`src/rtl/load_scoreboard_pkg.sv`:
```
// Shared register-file constants and address type for the pending-load scoreboard.
package load_scoreboard_pkg;

  localparam int REG_ADDR_W = 5;
  localparam int NUM_XREG   = 32;

  typedef logic [REG_ADDR_W-1:0] xreg_addr_t;

endpackage

```
`src/rtl/load_scoreboard_sb_counter.sv`:
```
// Per-register saturating up/down counter of outstanding loads.
module sb_counter #(
  parameter int CNT_W = 2,
  parameter int DEC_W = 2
) (
  input  logic             clk_i,
  input  logic             resetb_i,
  input  logic             clk_en_i,
  input  logic             inc,
  input  logic [DEC_W-1:0] dec,
  input  logic             flush,
  output logic [CNT_W-1:0] count,
  output logic             underflow
);

  // Two guard bits so the sign and the overflow are both visible.
  localparam int SUM_W = ((CNT_W > DEC_W) ? CNT_W : DEC_W) + 2;
  localparam logic signed [SUM_W-1:0] MAX_S = SUM_W'((1 << CNT_W) - 1);

  logic signed [SUM_W-1:0] sum;

  function automatic logic [CNT_W-1:0] sat_cnt(input logic signed [SUM_W-1:0] s);
    if (s < 0)
      return '0;
    else if (s > MAX_S)
      return MAX_S[CNT_W-1:0];
    else
      return s[CNT_W-1:0];
  endfunction

  always_comb begin
    sum       = SUM_W'(count) + SUM_W'(inc) - SUM_W'(dec);
    underflow = !flush && (sum < 0);
  end

  always_ff @(posedge clk_i or negedge resetb_i) begin
    if (!resetb_i)
      count <= '0;
    else if (clk_en_i) begin
      if (flush)
        count <= '0;
      else
        count <= sat_cnt(sum);
    end
  end

endmodule

```
`src/rtl/load_scoreboard.sv`:
```
// Decode-stage pending-load scoreboard: per-register load counters, multi-channel
// clears and combinational stall evaluation for source reads and the destination.
module load_scoreboard
  import load_scoreboard_pkg::*;
#(
  parameter int NRD        = 2,
  parameter int NCLR       = 2,
  parameter int CNT_W      = 2,
  parameter int WAW_STRICT = 0,
  parameter int CLR_BYPASS = 1
) (
  input  logic                       clk_i,
  input  logic                       clk_en_i,
  input  logic                       resetb_i,
  input  logic [NRD-1:0]             rd_i,
  input  logic [REG_ADDR_W*NRD-1:0]  rd_addr_i,
  input  logic                       dst_chk_i,
  input  logic [REG_ADDR_W-1:0]      dst_addr_i,
  input  logic                       issue_i,
  input  logic [REG_ADDR_W-1:0]      issue_addr_i,
  input  logic [NCLR-1:0]            clr_i,
  input  logic [REG_ADDR_W*NCLR-1:0] clr_addr_i,
  input  logic                       flush_i,
  output logic                       stall_o,
  output logic                       busy_o,
  output logic                       err_underflow_o
);

  localparam int HIT_W = $clog2(NCLR + 1);
  localparam logic [CNT_W-1:0] CNT_MAX = {CNT_W{1'b1}};

  logic [HIT_W-1:0] hits [NUM_XREG];
  logic [CNT_W-1:0] cnt  [NUM_XREG];
  logic [CNT_W-1:0] eff  [NUM_XREG];
  logic [NUM_XREG-1:0] uf;

  function automatic logic [CNT_W-1:0] sat_sub(input logic [CNT_W-1:0] c,
                                               input logic [HIT_W-1:0] h);
    if ({{HIT_W{1'b0}}, c} < {{CNT_W{1'b0}}, h})
      return '0;
    else
      return c - CNT_W'(h);
  endfunction

  always_comb begin
    for (int r = 0; r < NUM_XREG; r++)
      hits[r] = '0;
    for (int r = 0; r < NUM_XREG; r++)
      for (int k = 0; k < NCLR; k++)
        if (clr_i[k] && clr_addr_i[k*REG_ADDR_W +: REG_ADDR_W] == REG_ADDR_W'(r))
          hits[r] = hits[r] + HIT_W'(1);
  end

  // x0 is hardwired: no counter, never pending.
  assign cnt[0] = '0;
  assign uf[0]  = 1'b0;

  for (genvar r = 1; r < NUM_XREG; r++) begin : g_cnt
    sb_counter #(
      .CNT_W (CNT_W),
      .DEC_W (HIT_W)
    ) u_cnt (
      .clk_i     (clk_i),
      .resetb_i  (resetb_i),
      .clk_en_i  (clk_en_i),
      .inc       (issue_i && (issue_addr_i == REG_ADDR_W'(r))),
      .dec       (hits[r]),
      .flush     (flush_i),
      .count     (cnt[r]),
      .underflow (uf[r])
    );
  end

  always_comb begin
    for (int r = 0; r < NUM_XREG; r++)
      eff[r] = (CLR_BYPASS != 0) ? sat_sub(cnt[r], hits[r]) : cnt[r];
  end

  always_comb begin
    xreg_addr_t a;
    stall_o = 1'b0;
    for (int k = 0; k < NRD; k++) begin
      a = rd_addr_i[k*REG_ADDR_W +: REG_ADDR_W];
      if (rd_i[k] && a != '0 && eff[a] != '0)
        stall_o = 1'b1;
    end
    if (dst_chk_i && dst_addr_i != '0) begin
      if (WAW_STRICT != 0) begin
        if (eff[dst_addr_i] != '0)
          stall_o = 1'b1;
      end else if (eff[dst_addr_i] == CNT_MAX)
        stall_o = 1'b1;
    end
  end

  always_comb begin
    busy_o = 1'b0;
    for (int r = 1; r < NUM_XREG; r++)
      if (cnt[r] != '0)
        busy_o = 1'b1;
  end

  // Underflow is reported one enabled cycle after the offending clear.
  always_ff @(posedge clk_i or negedge resetb_i) begin
    if (!resetb_i)
      err_underflow_o <= 1'b0;
    else if (clk_en_i)
      err_underflow_o <= |uf;
  end

endmodule

```
`config.mk`:
```
export PLATFORM = sky130hd
export DESIGN_NAME = load_scoreboard
export DESIGN_NICKNAME = d
export VERILOG_FILES = /design/src/rtl/load_scoreboard_pkg.sv /design/src/rtl/load_scoreboard_sb_counter.sv /design/src/rtl/load_scoreboard.sv
export SDC_FILE = /design/constraint.sdc
export NUM_CORES = 1
export LEC_CHECK = 0
export CAP_MARGIN = 20
export CELL_PAD_IN_SITES_DETAIL_PLACEMENT = 1
export CELL_PAD_IN_SITES_GLOBAL_PLACEMENT = 1
export CORE_MARGIN = 2
export CORE_UTILIZATION = 48
export DETAILED_ROUTE_END_ITERATION = 8
export PLACE_DENSITY = 0.88
export SLEW_MARGIN = 30
export SYNTH_ARGS = -nofsm -noshare
export SYNTH_HDL_FRONTEND = slang
export SYNTH_SLANG_ARGS = --single-unit
export TNS_END_PERCENT = 100
```
`constraint.sdc`:
```
create_clock -name clk_i -period 6.96 [get_ports clk_i]
set_clock_uncertainty 0.2 [all_clocks]
set_input_delay 1.392 -clock clk_i [delete_from_list [all_inputs] [get_ports clk_i]]
set_output_delay 1.392 -clock clk_i [all_outputs]
set_load 0.05 [all_outputs]
```
; ---- Word-level counts from Yosys, hierarchy flattened
; Index checks and enable logic that the tools add are counted.
[op_classes]
n_eq_ne = 94
n_lt_le_gt_ge = 97
reduce_logical = 171
bitwise = 3
muxes = 233
add_sub_neg = 126
[ops]
columns = operator, count
row1 = $mux 2, 163
row2 = $eq 5x5->1 const B, 48
row3 = $logic_and 1x1->1, 131
row4 = $gt 4x3->1 const B, 31
row5 = $lt 4x1->1 const B, 31
row6 = $sub 3x2->4, 31
row7 = $eq 5x4->1 const B, 24
row8 = $add 2x1->3, 31
row9 = $mux 1, 67
row10 = $reduce_bool 2->1, 33
row11 = $add 2x1->2 const B, 32
row12 = $lt 2x2->1, 31
row13 = $sub 2x2->2, 31
row14 = $eq 5x3->1 const B, 12
row15 = $reduce_or 31->1, 1
row16 = $bmux 2 s5, 3
row17 = $eq 5x2->1 const B, 6
row18 = $ge 6x6->1 const B, 3
row19 = $not 5->6, 3
row20 = $eq 5x1->1 const B, 3
row21 = $reduce_bool 5->1, 3
row22 = $logic_not 5->1, 2
row23 = $eq 2x2->1 const B, 1
row24 = $lt 1x2->1 const A, 1
row25 = other kinds (2), 2
[word_totals]
inputBits = 40
register_bits = 63
output_inout_bits = 3
wordCells = 756

; ---- Logic depth before layout (Yosys ltp)
; Gate-level depths: netlist of the first run.
[depth]
depth_word = 32
depth_mapped = 15
mapped_depth_nobuf = 14

; ---- By module
; Synthesis of the first run repeated with hierarchy kept, for this count alone.
[unflattened]
hier_cells = 1231
area_unflattened_um2 = 10588.9
[by_module_without_submodules]
columns = mod, seq_area_each_um2, cells_per_inst, area_each_um2, instances
row1 = sb_counter, 50.0, 21, 210.2, 31
row2 = load_scoreboard, 25.0, 580, 4072.7, 1

; ---- Worst setup path before layout of the first run
; Ideal clock, no wire load.
[synth_path]
kind = input to output
from = input clr_addr_i[7]
to = output stall_o
setup_slack_ns = 0.883
path_stages = 14
arrival_time_ns = 4.485
path_buffers = 1
required_time_ns = 5.368
cell_sequence = clkbuf_1 -> nand2b_1 -> nand2b_1 -> nor3_1 -> ha_1 -> ha_1 -> inv_1 -> fa_1 -> o21ai_0 -> o22ai_1 -> nor4_1 -> a211oi_1 -> a41o_1 -> or4_1
[synth_between]
elab_chain_len = 14
elab_cells_between_ends = 210
cone_classes = add/sub (32) / order compare (32) / eq/ne (32) / mux (77) / reduce/logical (37)
[synth_rtl]
columns = element, line
row1 = from (decl), load_scoreboard.sv:22  ; input logic [REG_ADDR_W*NCLR-1:0] clr_addr_i,
row2 = $eq 5x5->1 (tied with other cells), load_scoreboard.sv:50  ; if (clr_i[k] && clr_addr_i[k*REG_ADDR_W +: REG_ADDR_W] == REG_ADDR_W'(r))
row3 = $logic_and 1x1->1, load_scoreboard.sv:50
row4 = $mux 2, load_scoreboard.sv:50
row5 = $sub 2x2->2 (tied with other cells), load_scoreboard.sv:42  ; return c - CNT_W'(h);
row6 = $mux 2, load_scoreboard.sv:39  ; if ({{HIT_W{1'b0}}, c} < {{CNT_W{1'b0}}, h})
row7 = $bmux 2 s5, load_scoreboard.sv:84  ; if (rd_i[k] && a != '0 && eff[a] != '0)
row8 = $mux 2 (implied by the code) (2 in a row), load_scoreboard.sv:84
row9 = $reduce_bool 2->1, load_scoreboard.sv:84
row10 = $logic_and 1x1->1, load_scoreboard.sv:84
row11 = $mux 1 (2 in a row), load_scoreboard.sv:84
row12 = $mux 1, load_scoreboard.sv:91  ; end else if (eff[dst_addr_i] == CNT_MAX)
row13 = $mux 1 (*), load_scoreboard.sv:87  ; if (dst_chk_i && dst_addr_i != '0) begin
row14 = to (decl), load_scoreboard.sv:24  ; output logic stall_o,
; Mark *: on every way between the ends. The rest lies on a longest branch, timed or not. The select of a mux whose other input is x is not followed.

; ---- Worst setup path in the final report of the first run
; Ends and elaborated chain as after synthesis.

==> qor.txt, run 1 <==
Number of global-route vias before repair: 10200
Maximum vdd drop: 0.121 mV
Most instantiated flip-flop cell in the synthesis netlist: dfrtp_1
Sequential share of the synthesized area: 15.5%
Post-DP Area: 11100 um^2
Count of flip-flops with a built-in enable after synthesis: 0
Largest net degree at the start of global routing: 64
CP Data Arrival Time: 5440 ps
GRT Total Usage: 34.0%
Final critical delay including setup and external delays: 7030 ps
Number of buffers on the longest clock path: 2
Failing checks: negative setup slack
Static power due to leakage: 0.00572 uW
Total gr overflow: 0
Clock root buffer master: clkbuf_16
Number of clock sinks seen by CTS: 63
Initial antenna violation count: 3
Mean instance size in the synthesized netlist: 8.28 um^2
Transition time at the pin with the least slew margin: 1050 ps
Fill cells: 2545
Register area: 1580 um^2
Fraction of the cycle the final worst path needs: 101%
Final Max Tran Viols: 0
Crit Path Class: in2out
# hold bufs at CTS: 0
Final Setup Violations: 1
# placed instances: 1551
Number of design-rule violations left by the first detailed-router iteration: 925
Wire length of the first global-routing pass: 56800 um
Remaining DRCs: 0
Max FO, Critical Path: 9
Combined area of the multi-input logic cells: 7320 um^2
Final Hold Fails: 0
X dimension of the die: 150 um
Type of element launching the critical path: input port
GP Congestion: 1.01
Post-synth cell types: 63
Vert. Die Dim: 150 um
Syn. warnings: 0
Cell with the largest stage delay on the worst path: fa_1
Synth Net Count: 1519
Cell area after layout: 11500 um^2
Clock transition at path regs: 60 ps
Clock tree from TritonCTS: done
# nets final: 1580
Max-cap check violation count: 0
Slew Limit Headroom: 30.1%
Growth of design area from synthesis to finish: 12.6%
Kind of cell with the highest combined delay on the critical path: buffers and inverters
CP endpoint kind: output port
CTS Buf Count: 9
Non-filler instance count after layout: 1568
Number of vias after detailed routing: 9557
Core Box Area: 20900 um^2
Highest clock frequency the design can meet: 142 MHz
CP max stage delay: 500 ps
Share of cells above drive strength 1: 6.97%
Worst path cell trace: clkdlybuf4s50_1 > buf_6 > nor2_1 > nand2_1 > nor2_2 > ha_1 > ha_1 > inv_1 > fa_1 > o21ai_0 > buf_4 > o22ai_1 > nor4_1 > a211oi_1 > a41o_1 > or4_1 > buf_6
Average wire per cell in the routed design: 23.7 um
Antenna violation net count after detailed routing: 0
IO Port Bufs: 42
Worst Slack Setup Final: -69.1 ps
Share of flip-flops with an asynchronous set or reset after synthesis: 100%
Outcome: finished, violations left
HPWL after detailed placement: 29500 um
I/O pin total: 43
Drt pass-1 iters: 5
H-tree Lvls: 3
Die area: 22400 um^2
Clock insertion delay at the later pin of the skew report: 350 ps
CP required: 5370 ps
DR vias/cell: 6.10
Critical path buffers and inverters: 5
Wirelength, routed: 37100 um
Mapped Area: 10200 um^2
Power Density: 260 nW/um^2
Post-synthesis cell count: 1229
Post-synthesis sequential element count: 63
Class of the tightest hold or removal check: reg2reg
Initial Util: 48.7%
Num rows: 53
-- cell usage in the layout, fill, tap and decap left out, types with 18 or more instances in the layout --
cell and count:
inv_1 323, ha_1 157, nor2_1 130, fa_1 93, nand2_1 75, dfrtp_1 63
o22ai_1 48, o21ai_0 37, buf_4 36, clkdlybuf4s50_1 31, xor2_1 27, o32ai_1 21
nand2b_1 18, nor4_1 18
-- routing by layer --
layer  track usage (%)  vias to the layer above  share of wire [%]
met5                 0                        -                  0
met4              16.7                        0                5.7
met3              5.43                      142                8.1
met2              56.8                      480                 47
met1              42.8                     4759                 39
li1                  -                     4176                  -
-- Yosys cell counts (4+ instances only) --
library cell    n  area, um^2
o211ai_1        7        52.6
nand3_1        16        80.1
nor2_1        138         518
nor2b_1        12        75.1
or4_1           4        30.0
xnor2_1         4        35.0
dfrtp_1        63        1580
a41o_1          4        40.0
clkbuf_1       22        82.6
o21ai_0        46         230
ha_1          157        1960
o22ai_1        48         300
nand4b_1       13         114
a31oi_1        13        81.3
o32ai_1        21         184
inv_1         323        1210
fa_1           93        1860
o21bai_1        4        30.0
nand2b_1       18         113
nor3_1         13        65.1
mux4_2          7         158
xor2_1         27         236
nand4_1        15        93.8
nand2_1        75         282
nor3b_1         5        37.5
nor4_1         18         113
o311ai_0        4        35.0
-- registers in the layout, indices dropped and copies added (netlist names) --
signal / cells
err_underflow_o: 1
g_cnt.u_cnt.count: 62
-- report_power, final --
part | internal (uW) | switching (uW) | leakage (uW)
Sequential | 507 | 268 | 0.000819
Clock | 244 | 193 | 0.000127
Combinational | 766 | 1000 | 0.00478
-- through the flow --
| step | util, % | worst slack [ps] | hold WS, ps | total power [uW] | setup TNS (ps) |
|---|---|---|---|---|---|
| finish | 54.8 | -69.1 | 394 | 2980 | -69.1 |
| global route | 54.8 | -47.3 | 430 | 3230 | -47.3 |
| CTS | 54.2 | 23.0 | 364 | 2930 | 0 |
| detailed placement | 52.9 | -47.7 | 355 | 2470 | -47.7 |
| global placement | 52.9 | 89.5 | 356 | 2330 | 0 |
| floorplan | - | 883 | 331 | 1860 | 0 |
-- worst register-to-register path: cells and delay by family, from the launching register on --
kind | cells | cell delay, ps
AO/OA/AOI/OAI | 2 | 370
adder cells (fa/ha/maj) | 1 | 560
flip-flops | 1 | 470
AND/OR/NAND/NOR | 3 | 1390
-- area by class of cell --
class	instances	area share, %
timing repair buffer	80	6.46
tap	275	3.00
inverter	324	10.6
clock inverter	2	0.0874
sequential	63	13.8
clock buffer	11	2.12
antenna	1	0.0218
multi-input combinational	812	63.9
-- worst paths after layout --
kind / from / to / slack (ps) / depth (start not counted)
hold / removal: g_cnt[22].u_cnt.count[0]$_DFFE_PN0P_ / g_cnt[22].u_cnt.count[0]$_DFFE_PN0P_ / 390 / 2
setup / recovery: clr_addr_i[7] / stall_o / -70 / 17
setup reg to reg: g_cnt[22].u_cnt.count[1]$_DFFE_PN0P_ / err_underflow_o$_DFFE_PN0P_ / 3830 / 6
min in group asynchronous: resetb_i / g_cnt[20].u_cnt.count[0]$_DFFE_PN0P_ / 860 / 1
hold reg to reg: g_cnt[22].u_cnt.count[0]$_DFFE_PN0P_ / g_cnt[22].u_cnt.count[0]$_DFFE_PN0P_ / 390 / 2
max in group asynchronous: resetb_i / g_cnt[31].u_cnt.count[0]$_DFFE_PN0P_ / 5200 / 1
-- cells by family (layout without fill, tap and decap cells) --
group	Yosys count	count (layout)	share of synthesized area, %
buf+inv	354	417	13.4
flops	63	63	15.5
compound gates	174	174	11.8
simple gates	343	343	16.3
other cells	0	1	0
mux	14	14	2.73
fa+ha+maj	250	250	37.6
xor+xnor	31	31	2.67
-- timing repair --
| item | in CTS | in global routing |
|---|---|---|
| setup buffers | 1 | 2 |
| gates cloned | 0 | 0 |
| gates resized for setup | 5 | 37 |
| endpoints found under the setup margin | 1 | 1 |
No activity file was read; power rests on OpenSTA's default activity.
==> run 2, diff against run 1 <==
Settings changed: CORE_UTILIZATION 48 to 52, PLACE_DENSITY 0.88 to 0.94.
Clock period 6.96 ns to 8.8 ns, I/O delays scaled along.
==> run 2 against run 1 <==
The run now ends clean. Non-clock buffer count is 24 lower. Design area decreased by 2.2%. Final cell count decreased by 2.0%. Clock-buffer cell count decreased by 1. Clock power fell by 5.5%. Wire length rose by 4.7%. Via count increased by 2.6%. Largest cell class unchanged. Flip-flop and latch count is the same. Core utilization rose by 3.1 points. Critical path depth decreased by 2.
==> qor.txt, run 2 (synthesis results as in run 1) <==
Startpoint of the worst setup timing path: clr_addr_i[7] (unchanged)
Vert. Die Dim: 144 um (was 150 um)
Post-DP Area: 10900 um^2 (was 11100 um^2)
IO Port Bufs: 42 (unchanged)
Clock tree from TritonCTS: done (unchanged)
Average wire per cell in the routed design: 25.3 um (was 23.7 um)
Type of element launching the critical path: input port (unchanged)
Maximum vdd drop: 0.107 mV (was 0.121 mV)
Outcome: completed (was finished, violations left)
Num rows: 51 (was 53)
Wire length of the first global-routing pass: 60700 um (was 56800 um)
Worst slack on hold paths: 342 ps (was 394 ps)
Crit path capture: stall_o (unchanged)
CTS Buf Count: 9 (unchanged)
Commonest non-fill, non-tap cell in the layout: inv_1 (unchanged)
Core Box Area: 19300 um^2 (was 20900 um^2)
Largest register FFs: 62 (unchanged)
Launching point of the worst reg2reg path: g_cnt[26].u_cnt.count[1]$_DFFE_PN0P_ (was g_cnt[22].u_cnt.count[1]$_DFFE_PN0P_)
Total gr overflow: 0 (unchanged)
CP endpoint kind: output port (unchanged)
Number of clock sinks seen by CTS: 63 (unchanged)
Clock transition at path regs: 60 ps (about the same)
Worst reg-to-reg path cell count: 6 (unchanged)
HPWL after detailed placement: 29700 um (was 29500 um)
Setup repair after global routing missed its margin: no
CP required: 6840 ps (was 5370 ps)
H-tree Lvls: 3 (unchanged)
Power Density: 216 nW/um^2 (was 260 nW/um^2)
Source of the worst hold timing path: err_underflow_o$_DFFE_PN0P_ (was g_cnt[22].u_cnt.count[0]$_DFFE_PN0P_)
Reg-to-reg endpoint: err_underflow_o$_DFFE_PN0P_ (unchanged)
Final critical delay including setup and external delays: 8540 ps
Die area: 20700 um^2 (was 22400 um^2)
Initial Util: 52.6% (was 48.7%)
Drt pass-1 iters: 5 (unchanged)
Number of buffers on the longest clock path: 2 (unchanged)
Fill cells: 2341 (was 2545)
Setup repair bufs after CTS: 0 (was 1)
Antenna violation net count after detailed routing: 0 (unchanged)
X dimension of the die: 144 um (was 150 um)
Final Hold Fails: 0 (unchanged)
Slew Limit Headroom: 32.1% (was 30.1%)
Final Setup Violations: 0 (was 1)
Transition time at the pin with the least slew margin: 1020 ps (was 1050 ps)
Static power due to leakage: 0.00554 uW (was 0.00572 uW)
Reg2Reg Setup Slack: 5330 ps (was 3830 ps)
GP Congestion: 1.01 (about the same)
Initial antenna violation count: 1 (was 3)
Crit Path Class: in2out (unchanged)
Final Max Tran Viols: 0 (unchanged)
Commonest cells after routing, fill and taps aside: inv_1, ha_1, nor2_1 (unchanged)
Max-cap check violation count: 0 (unchanged)
Growth of design area from synthesis to finish: 10.0% (was 12.6%)
Largest net degree at the start of global routing: 66 (was 64)
Cell area after layout: 11200 um^2 (was 11500 um^2)
Remaining DRCs: 0 (unchanged)
Number of design-rule violations left by the first detailed-router iteration: 1007 (was 925)
GRT Total Usage: 39.8% (was 34.0%)
I/O pin total: 43 (unchanged)
Number of vias after detailed routing: 9801 (was 9557)
Share of cells above drive strength 1: 3.86% (was 6.97%)
Top Registers: g_cnt.u_cnt.count x62, err_underflow_o x1 (unchanged)
Number of global-route vias before repair: 10900 (was 10200)
Clock root buffer master: clkbuf_16 (unchanged)
CP Data Arrival Time: 6580 ps (was 5440 ps)
Setup TNS Final: 0 ps (was -69.1 ps)
Fraction of the cycle the final worst path needs: 97.0%
Clock insertion delay at the later pin of the skew report: 360 ps (was 350 ps)
Class of the tightest hold or removal check: reg2reg (unchanged)
Wirelength, routed: 38800 um (was 37100 um)
Register containing the most flip-flops in the final layout: g_cnt.u_cnt.count (unchanged)
# nets final: 1556 (was 1580)
Highest clock frequency the design can meet: 117 MHz
Max FO, Critical Path: 10 (was 9)
DR vias/cell: 6.38 (was 6.10)
-- run 2: cell count changes in the layout (fill, tap and decap cells not counted), sizes merged --
cell           change
buf               -25
clkdlybuf4s50      +8
dlymetal6s2s       -7
bufinv             +2
clkinvlp           +2
clkbuf             -1
-- run 2: worst min-delay path by stage --
stage / endpoint / slack (ps) / cells past startpoint
detailed placement: err_underflow_o$_DFFE_PN0P_ / 350 / 2
finish: err_underflow_o$_DFFE_PN0P_ / 340 / 2
floorplan: g_cnt[15].u_cnt.count[0]$_DFFE_PN0P_ / 330 / 2
global placement: err_underflow_o$_DFFE_PN0P_ / 340 / 2
CTS: err_underflow_o$_DFFE_PN0P_ / 360 / 2
global route: err_underflow_o$_DFFE_PN0P_ / 370 / 2
-- run 2: through the flow --
stage	worst slack (ps)	util, %	cells	power [uW]
floorplan	1990	-	1229	1470
global placement	258	56.3	1520	1800
detailed placement	134	56.3	1520	1940
CTS	54.5	57.9	1536	2380
global route	230	57.9	1537	2590
finish	262	57.9	1537	2420
-- run 2: timing repair --
item	in CTS	in global routing
hold buffers	0	0
endpoints found under the hold margin	0	0
setup endpoints to repair	0	1
resized for setup	0	2
-- run 2: final cells by class --
class / instances / area [um^2] / share of cell area (%)
inverter: 324 / 1220 / 10.9
timing repair buffer: 56 / 524 / 4.68
clock buffer: 10 / 229 / 2.04
antenna: 1 / 2.50 / 0.0223
clock inverter: 6 / 85.1 / 0.760
sequential: 63 / 1580 / 14.1
multi-input combinational: 812 / 7230 / 64.6
tap: 265 / 332 / 2.96
-- run 2: critical path, cell delays in order --
cell             delay, ps
clkdlybuf4s50_1        790
nand2b_1               370
nand2b_1               320
nor2_1                 210
ha_1                   290
ha_1                   190
inv_1                   70
fa_1                   430
o21ai_0                540
o22ai_1                190
nor4_1                 230
a211oi_1               110
a41o_1                 250
or4_1                  460
dlymetal6s2s_1         350
-- run 2: metal layers --
layer / GRT usage [%] / vias up / share of wire, %
met2: 63.7 / 584 / 46
met1: 46.6 / 4836 / 36
met4: 28.9 / 0 / 8.2
met5: 0 / - / 0
li1: - / 4133 / -
met3: 9.46 / 248 / 10
-- run 2: power by group --
group | internal [uW] | switching (uW)
registers | 401 | 224
logic | 574 | 807
clock network | 248 | 166
total | 1220 | 1200
